File: src/rtl/control_unit.sv
// Fetch/decode/execute sequencer for the six-instruction 16-bit processor.
// Optional macro CU_TRAP_ILLEGAL_EN: illegal opcodes trap to HALT instead of running as NOOP.
module control_unit #(
  parameter int PC_WIDTH = 7
) (
  input  logic                Clock,
  input  logic                ResetN,
  input  logic [15:0]         IR,
  input  logic                Run,
  output logic [PC_WIDTH-1:0] PC_Addr,
  output logic                IR_Ld,
  output logic [7:0]          D_Addr,
  output logic                D_Wr,
  output logic                RF_s,
  output logic [3:0]          RF_W_Addr,
  output logic                RF_W_En,
  output logic [3:0]          RF_Ra_Addr,
  output logic [3:0]          RF_Rb_Addr,
  output logic [2:0]          ALU_s0,
  output logic                Halted,
  output logic                IllegalOp,
  output logic [3:0]          StateOut
);

  typedef enum logic [3:0] {
    S_INIT   = 4'd0,
    S_FETCH  = 4'd1,
    S_DECODE = 4'd2,
    S_NOOP   = 4'd3,
    S_LOAD_A = 4'd4,
    S_LOAD_B = 4'd5,
    S_STORE  = 4'd6,
    S_ADD    = 4'd7,
    S_SUB    = 4'd8,
    S_HALT   = 4'd9
  } state_t;

  state_t              state;
  logic [PC_WIDTH-1:0] pc;
  logic [3:0]          op;

  assign op = IR[15:12];

  always_ff @(posedge Clock or negedge ResetN) begin
    if (!ResetN) begin
      state <= S_INIT;
      pc    <= '0;
    end else begin
      case (state)
        S_INIT:   state <= S_FETCH;
        S_FETCH: begin
          if (Run) begin
            state <= S_DECODE;
            pc    <= pc + 1'b1;  // natural wrap at 2^PC_WIDTH
          end
        end
        S_DECODE: begin
          case (op)
            4'h0:    state <= S_NOOP;
            4'h1:    state <= S_STORE;
            4'h2:    state <= S_LOAD_A;
            4'h3:    state <= S_ADD;
            4'h4:    state <= S_SUB;
            4'h5:    state <= S_HALT;
`ifdef CU_TRAP_ILLEGAL_EN
            default: state <= S_HALT;
`else
            default: state <= S_NOOP;
`endif
          endcase
        end
        S_LOAD_A: state <= S_LOAD_B;
        S_HALT:   state <= S_HALT;
        default:  state <= S_FETCH;
      endcase
    end
  end

  assign PC_Addr  = pc;
  assign StateOut = state;

  always_comb begin
    IR_Ld      = 1'b0;
    D_Addr     = '0;
    D_Wr       = 1'b0;
    RF_s       = 1'b0;
    RF_W_Addr  = '0;
    RF_W_En    = 1'b0;
    RF_Ra_Addr = '0;
    RF_Rb_Addr = '0;
    ALU_s0     = 3'b000;
    Halted     = 1'b0;
    IllegalOp  = 1'b0;
    case (state)
      S_FETCH: IR_Ld = Run;
`ifdef CU_TRAP_ILLEGAL_EN
      S_DECODE: IllegalOp = (op > 4'h5);
`endif
      S_LOAD_A, S_LOAD_B: begin
        D_Addr    = IR[11:4];
        RF_W_Addr = IR[3:0];
        RF_W_En   = (state == S_LOAD_B);  // data-memory read lands one cycle after LOAD_A
      end
      S_STORE: begin
        D_Addr     = IR[7:0];
        RF_Ra_Addr = IR[11:8];
        D_Wr       = 1'b1;
      end
      S_ADD, S_SUB: begin
        RF_Ra_Addr = IR[11:8];
        RF_Rb_Addr = IR[7:4];
        RF_W_Addr  = IR[3:0];
        ALU_s0     = (state == S_ADD) ? 3'b001 : 3'b010;
        RF_s       = 1'b1;
        RF_W_En    = 1'b1;
      end
      S_HALT: Halted = 1'b1;
      default: ;
    endcase
  end

endmodule

File: config.mk
export PLATFORM = sky130hd
export DESIGN_NAME = control_unit
export DESIGN_NICKNAME = d
export VERILOG_FILES = /design/src/rtl/control_unit.sv
export SDC_FILE = /design/constraint.sdc
export NUM_CORES = 1
export LEC_CHECK = 0
export BUFFER_PORTS_ARGS = -buffer_cell sky130_fd_sc_hd__buf_4
export CAP_MARGIN = 10
export CORE_MARGIN = 1.5
export CORE_UTILIZATION = 35
export CTS_BUF_LIST = sky130_fd_sc_hd__clkbuf_16
export DETAILED_ROUTE_END_ITERATION = 10
export PLACE_DENSITY = 0.7
export SETUP_SLACK_MARGIN = 0.15
export SYNTH_ARGS = -nofsm -noshare
export SYNTH_HDL_FRONTEND = slang
export SYNTH_SLANG_ARGS = --single-unit
File: constraint.sdc
create_clock -name Clock -period 2.9 [get_ports Clock]
set_input_delay 0 -clock Clock [delete_from_list [all_inputs] [get_ports Clock]]
set_output_delay 0 -clock Clock [all_outputs]
set_load 0.02 [all_outputs]
==> results of run 1 <==
[how the worst min path moves through the flow]
stage                                    to  cells after the start  slack [ps]   start
finish              StateOut[3]$_DFFE_PN0P_                      3          70  IR[15]
global route        StateOut[3]$_DFFE_PN0P_                      3          90  IR[15]
CTS                 StateOut[3]$_DFFE_PN0P_                      3          70  IR[15]
detailed placement  StateOut[2]$_DFFE_PN0P_                      1        -160  ResetN
global placement     PC_Addr[0]$_DFFE_PN0P_                      1        -160  ResetN
floorplan            PC_Addr[0]$_DFFE_PN0P_                      0        -300  ResetN
[logic make-up after synthesis]
family | count (synthesis) | share of synthesized area (%)
buffers and inverters | 4 | 3.18
AOI/OAI and AO/OA | 19 | 18.6
adders and majority gates | 1 | 1.51
other | 1 | 0.453
DFF | 11 | 33.3
xor gates and xnor gates | 7 | 7.41
muxes | 1 | 1.81
and+or+nand+nor | 35 | 33.7
[synthesized netlist by cell type]
master,number
conb_1,1
nor4b_4,2
nand2b_4,1
buf_4,3
and4_1,2
xnor2_1,6
nand2b_1,2
o21a_1,1
a21o_2,1
or3b_2,1
o21bai_1,2
and4bb_2,1
a21oi_1,2
a22o_1,8
and3_2,1
o32ai_1,1
nand3_1,2
ha_1,1
a31o_2,1
dfrtp_1,11
nand4_1,3
o31a_1,1
o41ai_1,1
mux2_4,1
inv_1,1
nor2_2,1
nand2_4,1
xor2_1,1
a21o_1,1
or4_4,1
and2_1,9
nor2_1,2
and3_1,1
nor2b_1,5
[stage by stage]
step                      worst slack, ps  area, sq um  cells  hold slack (ps)  util (%)
after floorplan                      1290          831     80             -296         -
after global placement               1350         1260    161             -158      57.1
after detailed placement             1320         1260    161             -159      57.1
after CTS                            1150         1350    166             71.1      61.1
after global routing                  982         1350    166             89.3      61.1
final                                1150         1350    166             74.5      61.1
[layer usage]
layer	GRT usage [%]	vias to the layer above
li1	-	407
met1	24.7	400
met2	29.3	16
met3	5.17	2
met4	3.95	0
met5	0	-
[layout make-up]
class	count	share of cell area (%)
tap	28	2.59
multi-input combinational	65	39.1
clock buffer	3	5.55
timing repair buffer	57	31.8
inverter	1	0.278
clock inverter	1	0.278
sequential	11	20.4
[registers in the layout, indices dropped and copies added (netlist names)]
signal and count:
PC_Addr 7, StateOut 4
[power breakdown]
| group | internal (W) | leakage [nW] | switching [W] |
|---|---|---|---|
| clock | 0.000180 | 0.0423 | 0.0000625 |
| combinational | 0.000217 | 0.512 | 0.000217 |
| sequential | 0.000208 | 0.139 | 0.000104 |
| total | 0.000605 | 0.693 | 0.000383 |
[worst min-delay path, cell delays in order]
cell and delay [ps]:
buf_4 90, or4_4 120, o21bai_1 60
[repair_timing]
item | in CTS | in global routing
setup endpoints to repair | 0 | 0
hold buffers | 1 | 0
endpoints found under the hold margin | 11 | 0
==> flow_metrics.env, run 1 <==
export IMPL_num_rows=17
export IMPL_met3_length_um=85
export IMPL_period_share_pct=60.3
export IMPL_vdd_drop_max_v=0.000667
export IMPL_reg2regPathDepth=3
export IMPL_drt_drc_violations_left=0
export IMPL_critPathSlowestCell="dfrtp_1"
export IMPL_synth_top_cell_area_share_pct=33.3
export IMPL_fillers=191
export IMPL_period_needed_ps=1750
export IMPL_regToRegStartpoint="StateOut[1]$_DFFE_PN0P_"
export IMPL_syn_inst=79
export IMPL_layout_commonest_cell="buf_4"
export IMPL_root_buffer="clkbuf_16"
export IMPL_cp_buffers_inverters=1
export IMPL_p_per_area_mw_per_mm2=731
export IMPL_drv_slew=0
export IMPL_worstSetupEndpointType="output pin"
export IMPL_fmax_mhz=572
export IMPL_multi_input_area_sq_um=529
export IMPL_core_area_sq_mm=0.00221
export IMPL_clockBufferDepth=2
export IMPL_dr_total_vias=825
export IMPL_path_cells="nand2b_1 > nor2_1 > a22o_1 > buf_4"
export IMPL_required_ps=2900
export IMPL_hold_path_class="in2reg"
export IMPL_clk_pin_slew_worst_paths_ps=40
export IMPL_synth_cell_types=34
export IMPL_seq_area_frac_synth_pct=33.3
export IMPL_wl_met1_um=1010
export IMPL_portBuffers=56
export IMPL_drive_above_1_share_pct=51.4
export IMPL_post_cts_buffers=0
export IMPL_crit_end="D_Addr[4]"
export IMPL_critPathLaunchType="register"
export IMPL_clock_skew_ps=1.66
export IMPL_criticalPathCategory="reg2out"
export IMPL_gp_congestion=0.860
export IMPL_p_total_w=0.000988
export IMPL_cts_tree="yes"
export IMPL_start_util_pct=37.4
export IMPL_reg2reg_slack_ps=1310
export IMPL_grt_util_all_layers_pct=18.4
export IMPL_die_h_um=51.6
export IMPL_grt_max_degree=12
export IMPL_path_delay_family="simple AND/OR/NAND/NOR gates"
export IMPL_dpl_hpwl_um=1850
export IMPL_n_antenna_cell=0
export IMPL_cellLeakagePower_nw=0.693
export IMPL_yosys_area_top_type="dfrtp_1"
export IMPL_clock_sinks=11
export IMPL_antenna_found_initial=0
export IMPL_slew_limit_headroom_pct=65.3
export IMPL_r2r_end="StateOut[0]$_DFFE_PN0P_"
export IMPL_viasPerCell=4.97
export IMPL_drtIter0Drc=7
export IMPL_arrival_ps=1750
export IMPL_routedWlPerCell_um=14.0
export IMPL_die_area_sq_mm=0.00266
export IMPL_path_depth=4
export IMPL_final_nets=159
export IMPL_die_w_um=51.6
export IMPL_grt_ovfl_total=0
export IMPL_regArea_sq_um=275
export IMPL_fin_tns_setup_ps=0
export IMPL_avgSynthCellArea_sq_um=10.5
export IMPL_clk_latency_ps=230
export IMPL_area_growth_pct=63.5
export IMPL_yosys_top_cells_area="dfrtp_1 (33%), a22o_1 (8.5%), and2_1 (6.8%)"
export IMPL_critPathMaxFanout=8
export IMPL_cts_made_buffers=3
export IMPL_synth_yosys_warnings=0
export IMPL_final_antenna_net_count=0
export IMPL_cts_resized=0
export IMPL_final_hold_viol_count=0
export IMPL_synth_seq_cells=11
export IMPL_outcome="completed"
export IMPL_wl_um=2320
export IMPL_first_global_vias=768
export IMPL_max_stage_delay_ps=470
export IMPL_ios=59
export IMPL_rsz0062_at_grt="false"
export IMPL_crit_start="StateOut[3]$_DFFE_PN0P_"
export IMPL_worst_pin_slew_ps=518
export IMPL_setup_viol=0
export IMPL_syn_area_sq_um=827
export IMPL_grt_first_pass_wirelength_um=3680
export IMPL_cts_htree_levels=1
export IMPL_layout_common_cells="buf_4 (56), dfrtp_1 (11), and2_1 (9), a22o_1 (8), xnor2_1 (6)"
export IMPL_drt_pass1_iterations=4
export IMPL_top_layer="met4"
export IMPL_drv_cap=0
export IMPL_route_met2_wl_um=1210
(Power assumes the default switching activity.)
==> run 2, diff against run 1 <==
--- a/config.mk
+++ b/config.mk
@@ -11,7 +11,7 @@
 export CORE_UTILIZATION = 35
 export CTS_BUF_LIST = sky130_fd_sc_hd__clkbuf_16
 export DETAILED_ROUTE_END_ITERATION = 10
-export PLACE_DENSITY = 0.7
+export PLACE_DENSITY = 0.73
 export SETUP_SLACK_MARGIN = 0.15
 export SYNTH_ARGS = -nofsm -noshare
 export SYNTH_HDL_FRONTEND = slang
==> constraint.sdc (replaced) <==
create_clock -name Clock -period 1.6 [get_ports Clock]
set_input_delay 0 -clock Clock [delete_from_list [all_inputs] [get_ports Clock]]
set_output_delay 0 -clock Clock [all_outputs]
set_load 0.02 [all_outputs]
==> flow_metrics.env, run 2 (synthesis results as in run 1) <==
export IMPL_area_growth_pct=93.8
export IMPL_switching_power_w=0.000777
export IMPL_grt_max_degree=12
export IMPL_clk_pin_slew_worst_paths_ps=50
export IMPL_reg2reg_slack_ps=70
export IMPL_largest_reg_flops=7
export IMPL_layout_commonest_cell="buf_4"
export IMPL_clock_sinks=11
export IMPL_drt_pass1_iterations=4
export IMPL_r2r_end="PC_Addr[5]$_DFFE_PN0P_"
export IMPL_clock_skew_ps=6.19
export IMPL_holdWs_ps=63.7
export IMPL_seqPwrFrac_pct=26.9
export IMPL_cts_htree_levels=1
export IMPL_wl_um=2480
export IMPL_grt_util_all_layers_pct=19.4
export IMPL_routedWlPerCell_um=13.7
export IMPL_die_h_um=51.6
export IMPL_ios=59
export IMPL_dr_total_vias=924
export IMPL_final_nets=174
export IMPL_vdd_drop_max_v=0.00115
export IMPL_cellLeakagePower_nw=0.797
export IMPL_drive_above_1_share_pct=70.6
export IMPL_die_area_sq_mm=0.00266
export IMPL_fmax_mhz=635
export IMPL_first_global_vias=807
export IMPL_p_per_area_mw_per_mm2=1270
export IMPL_clk_latency_ps=240
export IMPL_final_antenna_net_count=0
export IMPL_num_rows=17
export IMPL_p_int_w=0.00126
export IMPL_core_area_sq_mm=0.00221
export IMPL_dpl_hpwl_um=1690
export IMPL_critPathLaunchType="register"
export IMPL_clkPwrFrac_pct=22.8
export IMPL_outcome="completed"
export IMPL_layout_common_cells="buf_4 (56), buf_6 (15), a22o_1 (8), and2_4 (8), dfrtp_1 (7)"
export IMPL_holdPathStages=3
export IMPL_gp_congestion=0.824
export IMPL_grt_first_pass_wirelength_um=3840
export IMPL_cts_tree="yes"
export IMPL_final_hold_viol_count=0
export IMPL_hold_path_class="in2reg"
export IMPL_period_needed_ps=1570
export IMPL_period_share_pct=98.4
export IMPL_fillers=148
export IMPL_min_delay_start="IR[14]"
export IMPL_antenna_found_initial=0
export IMPL_swShare_pct=38.2
export IMPL_p_total_w=0.00203
export IMPL_n_antenna_cell=0
export IMPL_reg2regPathDepth=5
export IMPL_arrival_ps=1570
export IMPL_viasPerCell=5.10
export IMPL_portBuffers=56
export IMPL_clockBufferDepth=2
export IMPL_fin_tns_setup_ps=0
export IMPL_cts_made_buffers=3
export IMPL_drv_cap=0
export IMPL_min_to="StateOut[3]$_DFFE_PN0P_"
export IMPL_drt_drc_violations_left=0
export IMPL_drtIter0Drc=3
export IMPL_root_buffer="clkbuf_16"
export IMPL_critPathMaxFanout=4
export IMPL_worstSetupEndpointType="output pin"
export IMPL_rsz0062_at_grt="true"
export IMPL_start_util_pct=37.4
export IMPL_pwr_share_comb_pct=50.4
export IMPL_setup_viol=0
export IMPL_regToRegStartpoint="StateOut[2]$_DFFE_PN0P_"
export IMPL_criticalPathCategory="reg2out"
export IMPL_required_ps=1600
export IMPL_die_w_um=51.6
export IMPL_drv_slew=0
export IMPL_grt_ovfl_total=0
-- run 2: worst max-delay path, stage by stage (launching register included) --
cell and delay (ps):
dfrtp_2 440, nor4b_4 390, buf_4 190, a21oi_4 40, nor2b_2 140, buf_6 120
-- run 2: final cells by class --
| type | instances | area [sq um] | share of cell area, % |
|---|---|---|---|
| multi-input combinational | 65 | 604 | 37.7 |
| clock buffer | 3 | 75.1 | 4.68 |
| tap | 28 | 35.0 | 2.19 |
| inverter | 1 | 3.75 | 0.234 |
| timing repair buffer | 72 | 599 | 37.4 |
| clock inverter | 1 | 5.00 | 0.312 |
| sequential | 11 | 280 | 17.5 |
-- run 2: stage by stage --
step / utilization [%] / instances / area (sq um) / setup WS, ps
2_1_floorplan: - / 80 / 878 / 78.6
3_3_place_gp: 59.4 / 162 / 1320 / 172
3_5_place_dp: 59.4 / 162 / 1320 / 137
4_1_cts: 70.4 / 179 / 1560 / 30.9
5_1_grt: 72.5 / 181 / 1600 / -35.2
6_report: 72.5 / 181 / 1600 / 25.0
-- run 2: worst max path at each step --
stage | startpoint | cells after the start | end
floorplan | StateOut[1]$_DFFE_PN0P_ | 4 | RF_Rb_Addr[0]
global placement | StateOut[0]$_DFFE_PN0P_ | 3 | StateOut[0]$_DFFE_PN0P_
detailed placement | StateOut[0]$_DFFE_PN0P_ | 3 | StateOut[0]$_DFFE_PN0P_
CTS | StateOut[2]$_DFFE_PN0P_ | 5 | RF_W_Addr[2]
global route | StateOut[0]$_DFFE_PN0P_ | 5 | RF_W_Addr[2]
finish | StateOut[0]$_DFFE_PN0P_ | 5 | RF_W_Addr[1]
-- run 2: repair_timing --
| item | in CTS | in global routing |
|---|---|---|
| hold buffers | 1 | 0 |
| pin swaps | 6 | 5 |
| gates resized for setup | 16 | 9 |
| endpoints found under the setup margin | 25 | 33 |
| setup buffers | 12 | 2 |
| gates cloned | 0 | 0 |
| hold endpoints to repair | 11 | 0 |
-- run 2: power groups by stage --
stage / clock network (W) / logic (W) / registers, W
6_report: 0.000463 / 0.00102 / 0.000546
5_1_grt: 0.000491 / 0.00109 / 0.000569
3_5_place_dp: 0 / 0.000797 / 0.000569
2_1_floorplan: 0 / 0.000440 / 0.000618
3_3_place_gp: 0 / 0.000791 / 0.000564
4_1_cts: 0.000465 / 0.000983 / 0.000540
-- run 2: layer usage --
| metal | up-vias | global-route usage (%) | part of all wire [%] |
|---|---|---|---|
| li1 | 443 | - | - |
| met4 | 0 | 7.89 | 1.3 |
| met5 | - | 0 | 0 |
| met2 | 49 | 31.6 | 47 |
| met3 | 5 | 7.47 | 12 |
| met1 | 427 | 22.7 | 40 |
==> run 3, diff against run 2 <==
==> constraint.sdc (replaced) <==
create_clock -name Clock -period 1.4 [get_ports Clock]
set_input_delay 0 -clock Clock [delete_from_list [all_inputs] [get_ports Clock]]
set_output_delay 0 -clock Clock [all_outputs]
set_load 0.02 [all_outputs]
==> flow_metrics.env, run 3 (synthesis results as in run 1) <==
export IMPL_violations="setup timing"
export IMPL_critPathMaxFanout=5
export IMPL_fmax_mhz=641
export IMPL_root_buffer="clkbuf_16"
export IMPL_clk_pin_slew_worst_paths_ps=40
export IMPL_clock_skew_ps=0.602
export IMPL_layout_common_cells="buf_4 (43), buf_6 (36), a22o_1 (8), and2_4 (8), dfrtp_1 (7)"
export IMPL_drt_pass1_iterations=4
export IMPL_drv_cap=0
export IMPL_final_nets=183
export IMPL_critPathLaunchType="register"
export IMPL_num_rows=17
export IMPL_start_util_pct=37.4
export IMPL_largest_reg_flops=7
export IMPL_grt_util_all_layers_pct=19.8
export IMPL_clk_latency_ps=230
export IMPL_portBuffers=56
export IMPL_cellLeakagePower_nw=0.860
export IMPL_first_global_vias=866
export IMPL_setup_viol=34
export IMPL_drive_above_1_share_pct=72.8
export IMPL_p_per_area_mw_per_mm2=1400
export IMPL_period_share_pct=111
export IMPL_rsz0062_at_grt="true"
export IMPL_seqPwrFrac_pct=24.2
export IMPL_criticalPathCategory="reg2out"
export IMPL_clock_sinks=11
export IMPL_routedWlPerCell_um=15.1
export IMPL_fin_ws_ps=-159
export IMPL_area_growth_pct=114
export IMPL_die_w_um=51.6
export IMPL_hold_path_class="in2reg"
export IMPL_cts_htree_levels=1
export IMPL_p_int_w=0.00156
export IMPL_drtIter0Drc=7
export IMPL_drt_drc_violations_left=0
export IMPL_pwr_share_comb_pct=55.6
export IMPL_p_total_w=0.00247
export IMPL_grt_first_pass_wirelength_um=3960
export IMPL_grt_ovfl_total=0
export IMPL_fillers=138
export IMPL_die_area_sq_mm=0.00266
export IMPL_clkPwrFrac_pct=20.2
export IMPL_dpl_hpwl_um=1780
export IMPL_place_inst=171
export IMPL_design_area_sq_mm=0.00177
export IMPL_swShare_pct=37.1
export IMPL_required_ps=1400
export IMPL_vdd_drop_max_v=0.00136
export IMPL_wl_um=2870
export IMPL_worstSetupEndpointType="output pin"
export IMPL_layout_commonest_cell="buf_4"
export IMPL_ios=59
export IMPL_antenna_found_initial=0
export IMPL_period_needed_ps=1560
export IMPL_place_ws_ps=1.92
export IMPL_cts_made_buffers=3
export IMPL_outcome="finished with violations"
export IMPL_gp_congestion=0.798
export IMPL_grt_max_degree=12
export IMPL_core_area_sq_mm=0.00221
export IMPL_switching_power_w=0.000919
export IMPL_n_antenna_cell=0
export IMPL_dr_total_vias=973
export IMPL_die_h_um=51.6
export IMPL_postPlaceCellArea_sq_mm=0.00139
export IMPL_arrival_ps=1560
export IMPL_clockBufferDepth=2
export IMPL_cts_tree="yes"
export IMPL_stdcell_count=190
export IMPL_drv_slew=0
export IMPL_final_hold_viol_count=0
export IMPL_final_antenna_net_count=0
export IMPL_viasPerCell=5.12
run 3: path summary, 6_finish.rpt:
path                                          from                 endpoint  slack (ps)  cells past startpoint
min in group asynchronous                   ResetN   PC_Addr[5]$_DFFE_PN0P_         140                      2
min                                         IR[15]  StateOut[3]$_DFFE_PN0P_          80                      3
max reg2reg                StateOut[2]$_DFFE_PN0P_   PC_Addr[6]$_DFFE_PN0P_        -110                      6
max in group asynchronous                   ResetN  StateOut[1]$_DFFE_PN0P_        1100                      2
min reg2reg                 PC_Addr[5]$_DFFE_PN0P_   PC_Addr[5]$_DFFE_PN0P_         500                      1
max                        StateOut[0]$_DFFE_PN0P_            RF_Rb_Addr[2]        -160                      6
run 3: area by class of cell:
type	instances	area [sq um]	share of cell area, %
Timing Repair Buffer	80	738	41.8
Multi-Input combinational cell	66	632	35.7
Sequential cell	11	280	15.9
Clock buffer	3	75.1	4.25
Tap cell	28	35.0	1.98
Clock inverter	1	3.75	0.212
Inverter	1	3.75	0.212
run 3: power groups by stage:
stage | clock [W] | combinational (W) | sequential [W]
floorplan | 0 | 0.000506 | 0.000707
global placement | 0 | 0.00105 | 0.000615
detailed placement | 0 | 0.00105 | 0.000617
CTS | 0.000509 | 0.00134 | 0.000595
global route | 0.000538 | 0.00145 | 0.000617
finish | 0.000501 | 0.00138 | 0.000598
run 3: through the flow:
step,hold slack [ps],TNS (ps),util [%]
after detailed placement,-162,0,62.8
after global placement,-161,0,62.8
after global routing,82.5,-5180,79.9
after CTS,80.4,-3130,76.0
final,82.3,-3470,79.9
after floorplan,-296,-1310,-
run 3: worst max-delay path: stages (launching register included):
cell and delay (ps):
dfrtp_2 400, buf_6 120, nor4b_4 260, buf_4 160, a31o_4 120, and2_4 150, buf_6 110
run 3: timing repair:
| item | CTS | global route |
|---|---|---|
| gates cloned | 1 | 0 |
| hold buffers | 1 | 0 |
| setup endpoints to repair | 37 | 38 |
| pin swaps | 19 | 13 |
| resized for setup | 35 | 13 |
| setup buffers | 8 | 5 |
| endpoints found under the hold margin | 11 | 0 |
run 3: metal layers:
| layer | GRT usage [%] | vias up | share of wire (%) | wire [um] |
|---|---|---|---|---|
| li1 | - | 457 | - | - |
| met1 | 23.3 | 457 | 38 | 1090 |
| met2 | 34.0 | 54 | 51 | 1470 |
| met3 | 6.32 | 5 | 9.7 | 278 |
| met4 | 6.58 | 0 | 1.2 | 33 |
| met5 | 0 | - | 0 | 0 |
